--- src/rtl/udma_tx_credit_arbiter.sv ---
// Round-robin arbiter for the shared uDMA TX L2 read port, with a held grant and
// per-requester credit counters bounding outstanding reads.
module udma_tx_credit_arbiter #(
    parameter int unsigned N       = 4,
    parameter int unsigned S       = 2,
    parameter int unsigned MAX_OUT = 2,
    parameter int unsigned CW      = 2
) (
    input  logic         clk_i,
    input  logic         rstn_i,
    input  logic [N-1:0] req_i,
    output logic [N-1:0] grant_o,
    output logic         any_grant_o,
    output logic [S-1:0] grant_id_o,
    input  logic         grant_ack_i,
    input  logic         rsp_valid_i,
    input  logic [S-1:0] rsp_id_i,
    output logic [N-1:0] busy_o,
    output logic         idle_o,
    output logic         err_o
);

    typedef enum logic [0:0] {StIdle, StGrant} state_e;

    state_e         state_q, state_d;
    logic [N-1:0]   grant_q, grant_d;
    logic [S-1:0]   gid_q, gid_d;
    logic [S-1:0]   ptr_q, ptr_d;
    logic [CW-1:0]  cnt_q [N];
    logic [CW-1:0]  cnt_d [N];
    logic           err_q, err_d;

    logic [N-1:0]   elig;
    logic [N-1:0]   inc;
    logic [N-1:0]   dec;
    logic [N-1:0]   rot;
    logic           found;
    logic [S-1:0]   win;
    logic           ack_fire;

    assign ack_fire = (state_q == StGrant) && grant_ack_i;

    // Eligibility uses registered counts only; a same-cycle response never bypasses.
    always_comb begin
        int unsigned idx;
        idx   = 0;
        found = 1'b0;
        win   = '0;
        for (int i = 0; i < N; i++) begin
            elig[i] = req_i[i] && (cnt_q[i] < CW'(MAX_OUT));
        end
        rot = N'({elig, elig} >> ptr_q);
        for (int k = 0; k < N; k++) begin
            if (!found && rot[k]) begin
                found = 1'b1;
                idx   = 32'(ptr_q) + 32'(k);
                if (idx >= N) idx = idx - N;
                win   = S'(idx);
            end
        end
    end

    always_comb begin
        state_d = state_q;
        grant_d = grant_q;
        gid_d   = gid_q;
        ptr_d   = ptr_q;
        unique case (state_q)
            StIdle: begin
                if (found) begin
                    state_d = StGrant;
                    grant_d = N'(1) << win;
                    gid_d   = win;
                end
            end
            StGrant: begin
                if (grant_ack_i) begin
                    state_d = StIdle;
                    grant_d = '0;
                    gid_d   = '0;
                    ptr_d   = (gid_q == S'(N - 1)) ? '0 : gid_q + S'(1);
                end else if (!(|(req_i & grant_q))) begin
                    state_d = StIdle;
                    grant_d = '0;
                    gid_d   = '0;
                end
            end
            default: state_d = StIdle;
        endcase
    end

    // Illegal responses (out-of-range id or zero count) leave counts alone and flag err.
    always_comb begin
        for (int i = 0; i < N; i++) begin
            inc[i]   = ack_fire && grant_q[i];
            dec[i]   = rsp_valid_i && (rsp_id_i == S'(i)) && (cnt_q[i] != '0);
            cnt_d[i] = cnt_q[i];
            if (inc[i] && !dec[i]) begin
                cnt_d[i] = cnt_q[i] + CW'(1);
            end else if (dec[i] && !inc[i]) begin
                cnt_d[i] = cnt_q[i] - CW'(1);
            end
        end
        err_d = rsp_valid_i && !(|dec);
    end

    always_ff @(posedge clk_i) begin
        if (!rstn_i) begin
            state_q <= StIdle;
            grant_q <= '0;
            gid_q   <= '0;
            ptr_q   <= '0;
            err_q   <= 1'b0;
            for (int i = 0; i < N; i++) begin
                cnt_q[i] <= '0;
            end
        end else begin
            state_q <= state_d;
            grant_q <= grant_d;
            gid_q   <= gid_d;
            ptr_q   <= ptr_d;
            err_q   <= err_d;
            for (int i = 0; i < N; i++) begin
                cnt_q[i] <= cnt_d[i];
            end
        end
    end

    always_comb begin
        idle_o = (state_q == StIdle);
        for (int i = 0; i < N; i++) begin
            busy_o[i] = (cnt_q[i] == CW'(MAX_OUT));
            if (cnt_q[i] != '0) idle_o = 1'b0;
        end
    end

    assign grant_o     = grant_q;
    assign any_grant_o = |grant_q;
    assign grant_id_o  = gid_q;
    assign err_o       = err_q;

endmodule

--- config.mk ---
export PLATFORM = sky130hd
export DESIGN_NAME = udma_tx_credit_arbiter
export DESIGN_NICKNAME = d
export VERILOG_FILES = /design/src/rtl/udma_tx_credit_arbiter.sv
export SDC_FILE = /design/constraint.sdc
export NUM_CORES = 1
export LEC_CHECK = 0
export CORE_MARGIN = 8
export CORE_UTILIZATION = 35
export DETAILED_ROUTE_END_ITERATION = 8
export DONT_BUFFER_PORTS = 1
export HOLD_SLACK_MARGIN = 0.15
export SKIP_CTS_REPAIR_TIMING = 1
export SLEW_MARGIN = 40
export SYNTH_ARGS = -nofsm -noshare
export SYNTH_HDL_FRONTEND = slang
export SYNTH_SLANG_ARGS = --single-unit
--- constraint.sdc ---
create_clock -name clk_i -period 2.2 [get_ports clk_i]
set_clock_uncertainty 0.05 [all_clocks]
set_input_delay 0.66 -clock clk_i [delete_from_list [all_inputs] [get_ports clk_i]]
set_output_delay 0.66 -clock clk_i [all_outputs]
set_load 0.005 [all_outputs]
; Word-level counts from Yosys, hierarchy flattened
; Memory sizes are Yosys's and may differ from the RTL's.
; Index checks and enable logic that the tools add are counted.
[op_classes]
add_sub_neg = 16
mul = 0
div = 0
magnitude_cmp = 8
eq_ne = 10
shift = 2
n_mux = 43
n_bitwise = 6
n_reduce_logical = 51
[ops]
columns = cell, n
row1 = two-way mux 2 bit, 24
row2 = logical AND 1 bit, 29
row3 = "subtractor 2 x 1 -> 2 bit, second input constant", 8
row4 = "== test 2 bit, second input constant", 7
row5 = two-way mux 1 bit, 13
row6 = logical NOT 1 bit, 12
row7 = two-way mux 4 bit, 3
row8 = OR reduction 4 bit, 3
row9 = "adder 2 x 1 -> 2 bit, second input constant", 5
row10 = ">= comparator 3 bit, second input constant", 3
row11 = "less-than comparator 2 bit, second input constant", 4
row12 = one-hot mux 4 bit (2 select lines), 1
row13 = nonzero test 2 bit, 4
row14 = right shift 8 x 2 -> 4 bit, 1
row15 = "adder 2 x 2 -> 3 bit, second input constant", 2
row16 = AND 4 bit, 1
row17 = bitwise OR 1 bit, 4
row18 = one-hot mux 2 bit (2 select lines), 1
row19 = AND reduction 2 bit, 2
row20 = "<< shifter 1 x 2 -> 4 bit, first input constant", 1
row21 = "adder 2 x 1 -> 3 bit, second input constant", 1
row22 = ">= comparator 2 x 3 -> 1 bit, second input constant", 1
row23 = "!= test 3 bit, second input constant", 1
row24 = "== test 2 x 1 -> 1 bit, second input constant", 1
row25 = other kinds (4), 4
[word_totals]
ff_bits = 10
latchBits = 0
ram_bits = 8
rom_bits = 0
input_bits = 10
elab_cells = 142
n_memories = 1
[mem_list]
columns = memory, words, width, rd, rd_clocked_by_memory_dff, wr, line_no
row1 = cnt_q, 4, 2, 4, 0, 4, 29  ; logic [CW-1:0] cnt_q [N];

; Logic depth before layout (Yosys ltp)
[logic_depth]
word_depth = 16
mapped_depth = 6
ltp_nobuf = 6

; Worst setup path before layout
; No wires, ideal clock.
[synth_path]
kind = input-to-reg
from = input port rsp_valid_i
to = memory cnt_q[1][1]
setup_time_ps = 76
t_arrival_ps = 1827
required_time_ps = 2074
setup_slack_ps = 248
cell_stages = 5
path_buffers = 0
path_cell_list = nand2_1 -> or3_1 -> ha_1 -> or3_1 -> a21boi_0
[synth_lines]
columns = item, line_no
row1 = "start, declared", 16  ; input logic rsp_valid_i,
row2 = "end, declared", 29

; Final worst setup path
[layout_path]
from = register grant_q[2], in the netlist grant_o[2]
to = output port any_grant_o
[layout_between]
elab_chain_len = 1
[layout_rtl]
columns = item, line_no
row1 = "start, declared", 26  ; logic [N-1:0] grant_q, grant_d;
row2 = "start signal, assigned", 119  ; grant_q <= grant_d;
row3 = OR reduction 4 bit, 138  ; assign any_grant_o = |grant_q;
row4 = "end, declared", 13  ; output logic any_grant_o,
; Every way passes these cells.

==> results.md <==
* 89.4% — post-route fraction of the period consumed by the critical path
* 5.81 — DR vias/cell
* dfxtp_1 33%, ha_1 5.8%, nor2b_1 4.1%, a21boi_0 3.5%, xnor2_1 3.2% — dominant cells by area after synthesis
* 0.11 ns — clock transition at the register clock pins on the worst setup and hold paths after CTS
* 0 ns — Fin Setup TNS
* 21 — largest net degree at the start of global routing
* 20 — number of rows in the core area
* 320 — Fill cells
* 0 — DRC Markers
* register to output pin — type of the setup path with the least slack
* 36.0% — starting utilization of the core area
* register — Worst setup SP type
* 0 — number of nets with antenna violations after detailed routing
* dfxtp_1 — flip-flop cell with the highest count after synthesis
* 883 — total vias in the final route
* 0 — buffers added on ports
* 0 — number of antenna violations at the first check in global routing
* 1.96 mm — detailed placement HPWL
* 18 — flops & latches, synth
* 0 — remaining global-route overflow
* 0% — share of synthesized registers carrying an async set or reset
* clkbuf_4 — Clock Root Buffer
* 41 — distinct cell type count of the synthesized netlist
* 5120 um^2 — full die area
* 0% — fraction of synthesized area in multiplexers
* 5.79% — post-synthesis adder-cell area fraction
* 0 — count of final setup violators
* or4_1 — Crit-path slowest cell
* 0.29 ns — Clk Latency, worst-skew pair
* 0 — final hold violation count
* completed — status
* primary input to register — path class of the lowest-slack min-delay path
* 4.13 mm — global-route wire length before repair
* 0 — Diodes inserted
* 16.4 um — routed wirelength normalized by instance count
* 12.6% — layout cells sized above 1
* 23 — count of routing violations after the opening detailed-route iteration
* 3000 um^2 — core area
* built — CTS tree
* 1 — number of H-tree branching levels
* 661 uW — final total power
* 1080 um^2 — post-synthesis cell area
* 71.5 um — chip height
* 0.57 ns — delay of the slowest critical-path stage
* 6.03% — Area Growth Syn to Fin
* 135 — Nets
* 118 — post-synthesis instance total
* false — unrepaired setup endpoints after global routing
* 33.4% — sequential area share after synthesis
* 24.1% — share of the synthesized area in compound gates (AO/OA/AOI/OAI)
* 0.834 — Final Wtd Congestion
* or4_1 — Cell Chain, Critical Path
* 77.4% — worst slew slack as a fraction of its limit
* 0 — final max-slew violation count
* 28.0% — simple logic cell fraction of the synthesized area
* 230 uV — Max VDD drop
* 0 — count of buffering cells on the critical path with inverters included
* 4 — Pre-antenna DRT Iters
* 133 — Synth Net Count
* 33.4% — Yosys top cell area share
* 1.97 ns — min Tclk post-route
* 18 — clock sink count
* 1.49 ns — worst endpoint required time
* simple AND/OR/NAND/NOR gates — dominant combinational cell family by area after synthesis
* 0 — max_cap viols
* dfxtp_1 — dominant cell type by area after synthesis
* 577 nW/um^2 — power density over the cells
* 23 — number of placed I/O pins
* 0 — yosys warns
* 1.26 ns — arrival time worst endpoint
* 0 — count of flip-flops with a built-in enable after synthesis
* 71.5 um — width of the die
* simple AND/OR/NAND/NOR gates — Top delay family on crit path
* 5 — worst-path maximum fanout
* output pin — crit end category
* 2.50 mm — final routed wirelength across all metal layers
* 508 MHz — f_max
* 881 — via count of the first global-routing pass
* 3 — clock buffers created by TritonCTS
* 0.338 ns — transition time of the tightest slew-check pin
* 10.0% — overall global routing resource usage
* 0.000451 uW — Lkg Pwr
* 9.15 um^2 — average footprint of a synthesized cell
* 6.49% — Post-Synth XOR/XNOR Area
* 2 — maximum buffer depth of the clock tree
==> synth_stat cells (all sizes together) (5+ instances only) <==
| cell type | count |
|---|---|
| a21boi | 6 |
| dfxtp | 18 |
| ha | 5 |
| nand2 | 7 |
| or3 | 5 |
| nor2 | 6 |
| o21ai | 7 |
| nor2b | 9 |
==> worst paths after layout <==
kind	start	to	slack [ns]	cells after the start
worst max-delay path	grant_o[2]$_SDFFE_PN0P_	any_grant_o	0.23	1
worst min-delay path	rsp_valid_i	err_o$_SDFF_PN0_	0.42	2
worst max register to register	cnt_q[1][1]$_SDFFE_PN0P_	cnt_q[1][1]$_SDFFE_PN0P_	0.35	5
worst min register to register	grant_o[1]$_SDFFE_PN0P_	grant_o[1]$_SDFFE_PN0P_	0.49	2
==> layer usage <==
metal	global-route usage [%]	share of wire [%]	routed length (um)	vias up
met5	0	0	0	-
met4	6.12	2.8	70	0
met3	3.07	6.4	161	7
met2	15.8	49	1220	19
met1	11.6	42	1050	424
li1	-	-	-	433
==> stage by stage <==
step / area (um^2) / hold WS (ns) / setup WS (ns) / utilization, % / std cells
2_1_floorplan: 1080 / 0.429 / 0.248 / - / 118
5_1_grt: 1140 / 0.409 / 0.109 / 38.1 / 152
3_3_place_gp: 1110 / 0.460 / 0.222 / 36.9 / 148
3_5_place_dp: 1110 / 0.482 / 0.161 / 36.9 / 148
6_report: 1140 / 0.422 / 0.233 / 38.1 / 152
4_1_cts: 1140 / 0.407 / 0.216 / 38.1 / 152
==> final cells by class <==
class,count,area [um^2],share of cell area [%]
clock buffers,4,36.3,3.17
multi-input cells,94,696,60.8
well taps,33,41.3,3.61
flip-flops and latches,18,360,31.5
inverters,3,11.3,0.984
==> registers in the layout, summed over array words and instances (netlist names) <==
signal      flops
grant_id_o      2
state_q         1
ptr_q           2
err_o           1
grant_o         4
cnt_q           8
==> power breakdown <==
| part | total [uW] | internal, uW | switching, uW |
|---|---|---|---|
| logic | 92.9 | 46.5 | 46.3 |
| registers | 365 | 341 | 23.8 |
| clock network | 203 | 101 | 102 |
| total | 661 | 489 | 172 |
==> cell usage in the layout (no fill, tap or decap), types with 3 or more instances in the layout <==
cell type,netlist,routed
a21boi_0,5,5
a22oi_1,4,4
and2_1,4,4
and3_1,4,4
clkbuf_4,0,3
dfxtp_1,18,18
ha_1,5,5
inv_1,3,3
nand2_1,7,7
nand3_1,4,4
nor2_1,5,5
nor2b_1,7,7
o21ai_0,5,5
or3_1,5,5
xnor2_1,4,4
xor2_1,4,4
==> cell families (layout without fill, tap and decap cells) <==
kind of cell,count (synthesis),in the layout
buffers and inverters,6,7
adder cells (fa/ha/maj),5,5
XOR/XNOR,8,8
AND/OR/NAND/NOR,49,49
flip-flops,18,18
AO/OA/AOI/OAI,32,32
Note: power is estimated with default switching activity, not from simulation.
